`src/rtl/vsm_pkg.sv`:
```
// Shared constants and helpers for the VSM input FIFO port.
package vsm_pkg;

  localparam int VSM_DATA_W   = 4;
  localparam int VSM_IN_DEPTH = 4;

  // Occupancy must reach DEPTH itself, hence one bit more than the pointer.
  function automatic int vsm_cnt_w(input int depth);
    return $clog2(depth) + 1;
  endfunction

endpackage

```
`src/rtl/vsm_in_fifo_port_if.sv`:
```
// Producer/CPU-side signal bundle of the VSM input FIFO port.
interface vsm_in_fifo_port_if
  import vsm_pkg::*;
#(
  parameter int WIDTH = VSM_DATA_W,
  parameter int DEPTH = VSM_IN_DEPTH
);

  localparam int CW = vsm_cnt_w(DEPTH);

  logic [WIDTH-1:0] DataIn;
  logic             LoadIn;
  logic             ReadEn;
  logic             ClearIn;
  logic [WIDTH-1:0] BusOut;
  logic             BusOe;
  logic             FullOut;
  logic             EmptyOut;
  logic [CW-1:0]    CountOut;
  logic             OverflowOut;
  logic             UnderflowOut;

  modport master (
    output DataIn, LoadIn, ReadEn, ClearIn,
    input  BusOut, BusOe, FullOut, EmptyOut, CountOut, OverflowOut, UnderflowOut
  );

  modport slave (
    input  DataIn, LoadIn, ReadEn, ClearIn,
    output BusOut, BusOe, FullOut, EmptyOut, CountOut, OverflowOut, UnderflowOut
  );

endinterface

```
`src/rtl/vsm_fifo_mem.sv`:
```
// DEPTH x WIDTH register array: synchronous write, asynchronous read.
module vsm_fifo_mem
  import vsm_pkg::*;
#(
  parameter int WIDTH = VSM_DATA_W,
  parameter int DEPTH = VSM_IN_DEPTH,
  localparam int AW   = $clog2(DEPTH)
) (
  input  logic             clk,
  input  logic             wr_en_i,
  input  logic [AW-1:0]    wr_addr_i,
  input  logic [WIDTH-1:0] wr_data_i,
  input  logic [AW-1:0]    rd_addr_i,
  output logic [WIDTH-1:0] rd_data_o
);

  logic [WIDTH-1:0] mem_q [DEPTH];

  // NOTE: storage has no reset; the bus register only ever loads a word on a
  // valid pop, so an unwritten entry can never reach the outputs.
  always_ff @(posedge clk) begin
    if (wr_en_i) mem_q[wr_addr_i] <= wr_data_i;
  end

  assign rd_data_o = mem_q[rd_addr_i];

endmodule

```
`src/rtl/vsm_in_fifo_port.sv`:
```
// Input FIFO port: producer pushes, CPU pops onto a registered, gated bus.
module vsm_in_fifo_port
  import vsm_pkg::*;
#(
  parameter int WIDTH = VSM_DATA_W,
  parameter int DEPTH = VSM_IN_DEPTH
) (
  input  logic               Clk,
  input  logic               ResetN,
  vsm_in_fifo_port_if.slave  bus
);

  localparam int AW = $clog2(DEPTH);
  localparam int CW = vsm_cnt_w(DEPTH);

  logic [AW-1:0]    wr_ptr_q, wr_ptr_d, rd_ptr_q, rd_ptr_d;
  logic [CW-1:0]    count_q, count_d;
  logic             full_q, full_d, empty_q, empty_d;
  logic             ovf_q, ovf_d, udf_q, udf_d;
  logic             oe_q, oe_d;
  logic [WIDTH-1:0] bus_q, bus_d;
  logic [WIDTH-1:0] rd_data;
  logic             push, pop, wr_en;

  // A pop frees a slot in the same cycle, so a full FIFO still accepts a push.
  assign pop   = bus.ReadEn && !empty_q;
  assign push  = bus.LoadIn && (!full_q || pop);
  assign wr_en = push && !bus.ClearIn;

  vsm_fifo_mem #(.WIDTH(WIDTH), .DEPTH(DEPTH)) u_mem (
    .clk       (Clk),
    .wr_en_i   (wr_en),
    .wr_addr_i (wr_ptr_q),
    .wr_data_i (bus.DataIn),
    .rd_addr_i (rd_ptr_q),
    .rd_data_o (rd_data)
  );

  // NOTE: every next-state signal gets a default first so no latch is inferred.
  always_comb begin
    wr_ptr_d = wr_ptr_q;
    rd_ptr_d = rd_ptr_q;
    count_d  = count_q;
    ovf_d    = ovf_q;
    udf_d    = udf_q;
    oe_d     = 1'b0;
    bus_d    = '0;
    if (bus.ClearIn) begin
      wr_ptr_d = '0;
      rd_ptr_d = '0;
      count_d  = '0;
      ovf_d    = 1'b0;
      udf_d    = 1'b0;
    end else begin
      if (push) wr_ptr_d = wr_ptr_q + AW'(1);
      if (pop) begin
        rd_ptr_d = rd_ptr_q + AW'(1);
        oe_d     = 1'b1;
        bus_d    = rd_data;
      end
      if (push && !pop)      count_d = count_q + CW'(1);
      else if (pop && !push) count_d = count_q - CW'(1);
      if (bus.LoadIn && !push)    ovf_d = 1'b1;
      if (bus.ReadEn && empty_q)  udf_d = 1'b1;
    end
    full_d  = (count_d == CW'(DEPTH));
    empty_d = (count_d == '0);
  end

  // NOTE: state registers use non-blocking assignments so all update together.
  always_ff @(posedge Clk or negedge ResetN) begin
    if (!ResetN) begin
      wr_ptr_q <= '0;
      rd_ptr_q <= '0;
      count_q  <= '0;
      full_q   <= 1'b0;
      empty_q  <= 1'b1;
      ovf_q    <= 1'b0;
      udf_q    <= 1'b0;
      oe_q     <= 1'b0;
      bus_q    <= '0;
    end else begin
      wr_ptr_q <= wr_ptr_d;
      rd_ptr_q <= rd_ptr_d;
      count_q  <= count_d;
      full_q   <= full_d;
      empty_q  <= empty_d;
      ovf_q    <= ovf_d;
      udf_q    <= udf_d;
      oe_q     <= oe_d;
      bus_q    <= bus_d;
    end
  end

  assign bus.BusOut       = bus_q;
  assign bus.BusOe        = oe_q;
  assign bus.FullOut      = full_q;
  assign bus.EmptyOut     = empty_q;
  assign bus.CountOut     = count_q;
  assign bus.OverflowOut  = ovf_q;
  assign bus.UnderflowOut = udf_q;

endmodule

```
`src/flat_wrapper.sv`:
```
// flat-port wrapper written by rule: the top's interface ports become plain ports
module vsm_in_fifo_port_flat import vsm_pkg::*;
#(
  parameter int WIDTH = VSM_DATA_W,
  parameter int DEPTH = VSM_IN_DEPTH
)
  (Clk, ResetN, bus_DataIn, bus_LoadIn, bus_ReadEn, bus_ClearIn, bus_BusOut, bus_BusOe, bus_FullOut, bus_EmptyOut, bus_CountOut, bus_OverflowOut, bus_UnderflowOut);
  vsm_in_fifo_port_if #(.WIDTH(WIDTH), .DEPTH(DEPTH)) bus_i ();
  input  logic Clk;
  input  logic ResetN;
  input wire logic [$bits(bus_i.DataIn)-1:0] bus_DataIn;
  input wire logic [$bits(bus_i.LoadIn)-1:0] bus_LoadIn;
  input wire logic [$bits(bus_i.ReadEn)-1:0] bus_ReadEn;
  input wire logic [$bits(bus_i.ClearIn)-1:0] bus_ClearIn;
  output wire logic [$bits(bus_i.BusOut)-1:0] bus_BusOut;
  output wire logic [$bits(bus_i.BusOe)-1:0] bus_BusOe;
  output wire logic [$bits(bus_i.FullOut)-1:0] bus_FullOut;
  output wire logic [$bits(bus_i.EmptyOut)-1:0] bus_EmptyOut;
  output wire logic [$bits(bus_i.CountOut)-1:0] bus_CountOut;
  output wire logic [$bits(bus_i.OverflowOut)-1:0] bus_OverflowOut;
  output wire logic [$bits(bus_i.UnderflowOut)-1:0] bus_UnderflowOut;
  assign bus_i.DataIn = bus_DataIn;
  assign bus_i.LoadIn = bus_LoadIn;
  assign bus_i.ReadEn = bus_ReadEn;
  assign bus_i.ClearIn = bus_ClearIn;
  assign bus_BusOut = bus_i.BusOut;
  assign bus_BusOe = bus_i.BusOe;
  assign bus_FullOut = bus_i.FullOut;
  assign bus_EmptyOut = bus_i.EmptyOut;
  assign bus_CountOut = bus_i.CountOut;
  assign bus_OverflowOut = bus_i.OverflowOut;
  assign bus_UnderflowOut = bus_i.UnderflowOut;
  vsm_in_fifo_port #(.WIDTH(WIDTH), .DEPTH(DEPTH)) u_core (.Clk(Clk), .ResetN(ResetN), .bus(bus_i));
endmodule
```
`config.mk`:
```
export PLATFORM = sky130hd
export DESIGN_NAME = vsm_in_fifo_port_flat
export DESIGN_NICKNAME = d
export VERILOG_FILES = /design/src/rtl/vsm_pkg.sv /design/src/rtl/vsm_in_fifo_port_if.sv /design/src/rtl/vsm_fifo_mem.sv /design/src/rtl/vsm_in_fifo_port.sv /design/src/flat_wrapper.sv
export SDC_FILE = /design/constraint.sdc
export NUM_CORES = 1
export LEC_CHECK = 0
export BUFFER_PORTS_ARGS = -buffer_cell sky130_fd_sc_hd__buf_2
export CAP_MARGIN = 10
export CORE_ASPECT_RATIO = 0.8
export CORE_MARGIN = 2
export CORE_UTILIZATION = 30
export CTS_CLUSTER_SIZE = 40
export DETAILED_ROUTE_END_ITERATION = 12
export PLACE_DENSITY_LB_ADDON = 0.15
export SYNTH_ARGS = -nofsm -noshare
export SYNTH_HDL_FRONTEND = slang
export SYNTH_SLANG_ARGS = --single-unit
```
`constraint.sdc`:
```
create_clock -name Clk -period 2.4 [get_ports Clk]
set_input_delay 0.24 -clock Clk [delete_from_list [all_inputs] [get_ports Clk]]
set_output_delay 0.24 -clock Clk [all_outputs]
set_load 0.02 [all_outputs]
```
==> reports/qor.json, run 1 <==
{
  "worst-slew-pin-transition_ns": 0.626,
  "cp_top_family": "simple AND/OR/NAND/NOR gates",
  "synth.area.top_cells": "sky130_fd_sc_hd__edfxtp_1 34%, sky130_fd_sc_hd__dfrtp_1 27%, sky130_fd_sc_hd__mux4_2 6.4%",
  "avgViaCountPerCell": 4.54,
  "crit_fanout": 9,
  "vdd_drop_max_mv": 0.199,
  "timing_hold_violations_final": 0,
  "power-per-cell-area_mw_per_mm2": 987,
  "worst_skew_pair.late_latency_ns": 0.28,
  "finalWirelength_mm": 2.67,
  "fin_nets": 139,
  "antenna_cells_inserted": 0,
  "netlist_instances": 99,
  "layer_with_the_highest_usage": "met2",
  "chipWidth_um": 80.6,
  "clock_sink_count": 32,
  "grtUsageMet1": 0.155,
  "worst_clock_skew_ns": 0.00672,
  "cts_setup_buffers": 0,
  "startpoint_types": "flip-flop",
  "wire_per_inst_um": 14.4,
  "netlist-cell-type-count": 33,
  "report.power.total_mw": 1.67,
  "tritoncts": "yes",
  "cts.path.max_buffers": 2,
  "placedCellCount": 176,
  "clock-root-buffer": "sky130_fd_sc_hd__clkbuf_8",
  "async_reset_ff_frac": 0.500,
  "die_h_um": 65.2,
  "slew-limit-headroom": 0.582,
  "total_via_count_after_detailed_routing": 839,
  "final_cycle_share": 0.776,
  "synth.ff_latch_count": 32,
  "synth-edff-count": 16,
  "cts_inserted_buffers": 5,
  "setup_violations": 0,
  "initialDrtViolationCount": 70,
  "grt_pass1_vias": 868,
  "grt_setup_unrepaired": "no",
  "placementRows": 22,
  "syn_nets": 114,
  "worstPathArrival_ns": 1.84,
  "first_pass_grt_wire_length_mm": 4.53,
  "area_growth_syn_to_layout_pct": 20.1,
  "use_met3": 0.0426,
  "fmax_ghz": 0.537,
  "cts.reportedPaths.clkPinSlew_ns": 0.07,
  "initial_drt_pass_iterations": 4,
  "critPathSlowestCell": "sky130_fd_sc_hd__nor2b_1",
  "groute.usage.overall": 0.119,
  "max_stage_delay_ns": 0.50,
  "synth_warnings": 0,
  "worstHoldPathType": "in -> reg",
  "mappedNetlistArea_sq_mm": 0.00141,
  "global_route.usage.met2": 0.174,
  "finish.cell_count_without_fillers": 185,
  "ys.flop_type": "sky130_fd_sc_hd__edfxtp_1",
  "path_class": "reg -> reg",
  "htree_levels": 2,
  "dp.final_hpwl_mm": 2.05,
  "setup-tns-final_ns": 0,
  "period_minus_slack_ns": 1.86,
  "static-leakage-power_nw": 0.726,
  "grt_start_max_net_pins": 17,
  "synth_top_cell_area_share": 0.342,
  "cap_viol_max_count": 0,
  "largest_area_contributor_in_the_synthesized_netlist": "sky130_fd_sc_hd__edfxtp_1",
  "hold-worst-slack_ns": 0.186,
  "die_area_sq_mm": 0.00526,
  "timing.critical_path.to_type": "flip-flop",
  "floorplan.initialDensity": 0.310,
  "grt_overflow": 0,
  "route.antenna.remaining_nets": 0,
  "number_of_primary_i_o_pins": 21,
  "timing.critical_path.required_ns": 2.38,
  "routabilityCongestion": 0.753,
  "layout.core_utilization": 0.372,
  "detail_route.drc_violations": 0,
  "post_route_cells_drive_above_1_share": 0.304,
  "grt_antenna_before_repair": 0,
  "design.core.area_sq_mm": 0.00454,
  "post_synth.cell_area_avg_sq_um": 14.2,
  "port_buffer_cells": 20,
  "final-max-slew-violation-count": 0,
  "synth.yosys.seq_area_share": 0.627,
  "worstPathCellList": "nor2b_1 -> o21ai_2 -> nor2_1 -> and2_1",
  "run_status": "complete, no violations",
  "critical_path_buf_inv_count": 0
}
==> through the flow <==
step / setup slack [ns] / area [sq um]
5_1_grt: 0.392 / 1690
6_report: 0.538 / 1690
3_3_place_gp: 0.565 / 1570
4_1_cts: 0.523 / 1690
2_1_floorplan: 0.885 / 1410
3_5_place_dp: 0.536 / 1570
==> kinds of logic after synthesis <==
| kind of cell | count (synthesis) | share of synthesized area |
|---|---|---|
| flops | 32 | 0.627 |
| simple gates | 29 | 0.120 |
| compound gates | 12 | 0.0632 |
| buf+inv | 10 | 0.0285 |
| fa+ha+maj | 6 | 0.0534 |
| xor+xnor | 5 | 0.0365 |
| mux | 5 | 0.0712 |
==> worst paths after layout <==
check	start	cells after the start	endpoint	slack, ns
max in group asynchronous	ResetN	2	u_core.bus.EmptyOut	1.69
setup reg to reg	u_core.bus.EmptyOut	4	u_core.u_mem.mem_q[0][3]	0.54
setup / recovery	u_core.bus.EmptyOut	4	u_core.u_mem.mem_q[0][3]	0.54
hold / removal	bus_DataIn[3]	1	u_core.u_mem.mem_q[1][3]	0.19
min in group asynchronous	ResetN	2	u_core.bus.OverflowOut	0.40
hold reg to reg	u_core.bus.UnderflowOut	2	u_core.bus.UnderflowOut	0.49
==> state kept, by name, summed over array words and instances (netlist names) <==
name                     cells
u_core.wr_ptr_q              2
u_core.bus.OverflowOut       1
u_core.bus.FullOut           1
u_core.bus.BusOe             1
u_core.bus.UnderflowOut      1
u_core.bus.BusOut            4
u_core.u_mem.mem_q          16
u_core.rd_ptr_q              2
u_core.bus.CountOut          3
u_core.bus.EmptyOut          1
==> timing repair <==
action	in CTS	in global routing
resized for setup	0	0
hold buffers	1	0
endpoints found under the setup margin	0	0
hold endpoints to repair	15	0
==> per-layer routing <==
| metal | up-vias | routed length (um) |
|---|---|---|
| li1 | 400 | - |
| met4 | 0 | 46 |
| met3 | 6 | 156 |
| met2 | 21 | 1140 |
| met1 | 412 | 1330 |
| met5 | - | 0 |
==> worst register-to-register path, delay by kind of cell, from the launching register on <==
| kind | cells | cell delay, ns |
|---|---|---|
| compound gates | 1 | 0.15 |
| flops | 1 | 0.39 |
| simple gates | 3 | 1.00 |
==> power breakdown <==
group / leakage [nW] / internal (mW) / switching [mW]
Clock: 0.0541 / 0.307 / 0.198
Combinational: 0.314 / 0.188 / 0.252
Sequential: 0.358 / 0.654 / 0.0689
Total: 0.726 / 1.15 / 0.519
==> area by class of cell <==
| class | count | area [sq um] |
|---|---|---|
| inverter | 7 | 26.3 |
| tap | 60 | 75.1 |
| timing repair buffer | 21 | 110 |
| sequential | 32 | 882 |
| clock inverter | 3 | 42.5 |
| clock buffer | 5 | 68.8 |
| multi-input combinational | 57 | 484 |
| fill | 445 | 2850 |
==> cells in the final DEF, fill, tap and decap left out, types with 2 or more instances in the layout <==
master,instances
sky130_fd_sc_hd__and2_1,7
sky130_fd_sc_hd__and3_1,4
sky130_fd_sc_hd__buf_2,20
sky130_fd_sc_hd__clkbuf_8,5
sky130_fd_sc_hd__dfrtp_1,15
sky130_fd_sc_hd__edfxtp_1,16
sky130_fd_sc_hd__ha_1,6
sky130_fd_sc_hd__inv_1,7
sky130_fd_sc_hd__mux4_2,4
sky130_fd_sc_hd__nand2b_1,2
sky130_fd_sc_hd__nor2_1,10
sky130_fd_sc_hd__o21ai_0,2
sky130_fd_sc_hd__xnor2_1,3
==> synth_stat cells, types with 2 or more instances <==
cell	count
sky130_fd_sc_hd__edfxtp_1	16
sky130_fd_sc_hd__dfrtp_1	15
sky130_fd_sc_hd__nor2_1	10
sky130_fd_sc_hd__and2_1	7
sky130_fd_sc_hd__inv_1	7
sky130_fd_sc_hd__ha_1	6
sky130_fd_sc_hd__and3_1	4
sky130_fd_sc_hd__mux4_2	4
sky130_fd_sc_hd__xnor2_1	3
sky130_fd_sc_hd__buf_2	2
sky130_fd_sc_hd__nand2b_1	2
sky130_fd_sc_hd__o21ai_0	2
(Power assumes the default switching activity.)
==> run 2: changes to the inputs <==
==> constraint.sdc (replaced) <==
create_clock -name Clk -period 1.9 [get_ports Clk]
set_input_delay 0.19 -clock Clk [delete_from_list [all_inputs] [get_ports Clk]]
set_output_delay 0.19 -clock Clk [all_outputs]
set_load 0.02 [all_outputs]
==> reports/qor.json, run 2 (synthesis results as in run 1) <==
{
  "routabilityCongestion": 0.745,
  "cts_setup_buffers": 0,
  "route.antenna.remaining_nets": 0,
  "path_class": "reg -> reg",
  "fill_cells": 462,
  "wire_per_inst_um": 13.9,
  "worst_clock_skew_ns": 0.00586,
  "detail_route.drc_violations": 0,
  "clock_sink_count": 32,
  "timing_hold_violations_final": 0,
  "grt_pass1_vias": 874,
  "setup_violations": 0,
  "setup-tns-final_ns": 0,
  "vdd_drop_max_mv": 0.443,
  "largest_reg_flops": 16,
  "timing.critical_path.to_type": "flip-flop",
  "worstPathArrival_ns": 1.66,
  "period_minus_slack_ns": 1.48,
  "cts.reportedPaths.clkPinSlew_ns": 0.07,
  "initialDrtViolationCount": 61,
  "slew-limit-headroom": 0.762,
  "cts_hold_buffers": 1,
  "initial_drt_pass_iterations": 4,
  "port_buffer_cells": 20,
  "final-max-slew-violation-count": 0,
  "cts_inserted_buffers": 5,
  "layout.core_utilization": 0.374,
  "dp.final_hpwl_mm": 2.00,
  "post_route_cells_drive_above_1_share": 0.310,
  "layout_common_cells": "20 x sky130_fd_sc_hd__buf_2, 16 x sky130_fd_sc_hd__edfxtp_1, 15 x sky130_fd_sc_hd__dfrtp_1, 10 x sky130_fd_sc_hd__nor2_1",
  "antenna_cells_inserted": 0,
  "tritoncts": "yes",
  "timing.critical_path.required_ns": 2.09,
  "chipWidth_um": 80.6,
  "die_h_um": 65.2,
  "worst_skew_pair.late_latency_ns": 0.28,
  "cap_viol_max_count": 0,
  "groute.usage.overall": 0.117,
  "design.core.area_sq_mm": 0.00454,
  "placementRows": 22,
  "number_of_primary_i_o_pins": 21,
  "htree_levels": 2,
  "setup_slack_ns": 0.424,
  "run_status": "complete, no violations",
  "floorplan.initialDensity": 0.310,
  "fmax_ghz": 0.677,
  "startpoint_types": "flip-flop",
  "grt_overflow": 0,
  "worstHoldPathType": "in -> reg",
  "final_cycle_share": 0.777,
  "first_pass_grt_wire_length_mm": 4.40,
  "place_ws_ns": 0.459,
  "area_growth_syn_to_layout_pct": 20.6,
  "crit_fanout": 5,
  "cts_resized": 0,
  "die_area_sq_mm": 0.00526,
  "layout.cells.most_common": "sky130_fd_sc_hd__buf_2",
  "grt_antenna_before_repair": 0,
  "grt_setup_unrepaired": "no",
  "avgViaCountPerCell": 4.56,
  "grt_start_max_net_pins": 17,
  "finalWirelength_mm": 2.58,
  "largest_register": "u_core.u_mem.mem_q",
  "clock-root-buffer": "sky130_fd_sc_hd__clkbuf_8",
  "cts.path.max_buffers": 2,
  "power-per-cell-area_mw_per_mm2": 1240,
  "total_via_count_after_detailed_routing": 848,
  "worst-slew-pin-transition_ns": 0.354,
  "fin_nets": 140,
  "static-leakage-power_nw": 0.732
}
==> run 2: report_power, final <==
group	switching [mW]	internal (mW)	leakage [nW]	total (mW)
clock	0.247	0.387	0.0541	0.635
sequential	0.0865	0.826	0.358	0.913
combinational	0.317	0.244	0.319	0.561
total	0.651	1.46	0.732	2.11
==> run 2: cell type report <==
cell class	instances	area [sq um]	area share
clock buffer	5	68.8	0.0406
clock inverter	3	42.5	0.0251
inverter	7	26.3	0.0155
multi-input combinational	57	484	0.285
sequential	32	882	0.520
tap	60	75.1	0.0442
timing repair buffer	22	118	0.0693
==> run 2: per-stage QoR <==
step	instances	hold slack, ns	cell area, sq um	total power, mW
3_3_place_gp	177	0.117	1580	1.48
5_1_grt	186	0.135	1700	2.24
2_1_floorplan	99	-0.106	1410	1.32
4_1_cts	186	0.132	1700	2.13
3_5_place_dp	177	0.121	1580	1.49
6_report	186	0.135	1700	2.11
==> run 2: routing by layer <==
layer,part of all wire,wire length (um),global-route usage
met3,0.057,146,0.0426
met4,0.023,59,0.0636
met1,0.51,1320,0.165
met5,0,0,0
met2,0.41,1050,0.154
==> run 2: final timing paths <==
kind | start | slack, ns | depth (start not counted) | end
hold reg to reg | u_core.bus.UnderflowOut | 0.51 | 2 | u_core.bus.UnderflowOut
max in group asynchronous | ResetN | 1.25 | 2 | u_core.bus.EmptyOut
setup / recovery | u_core.bus.EmptyOut | 0.42 | 4 | u_core.bus.FullOut
hold / removal | bus_DataIn[3] | 0.14 | 1 | u_core.u_mem.mem_q[1][3]
min in group asynchronous | ResetN | 0.35 | 2 | u_core.bus.CountOut[1]
setup reg to reg | u_core.bus.EmptyOut | 0.42 | 4 | u_core.bus.FullOut
==> run 2: critical path: stages, from the launching register on <==
cell                       delay, ns
sky130_fd_sc_hd__dfstp_2        0.57
sky130_fd_sc_hd__nand2b_1       0.21
sky130_fd_sc_hd__o21ai_0        0.16
sky130_fd_sc_hd__a32o_1         0.32
sky130_fd_sc_hd__nor4_2         0.13
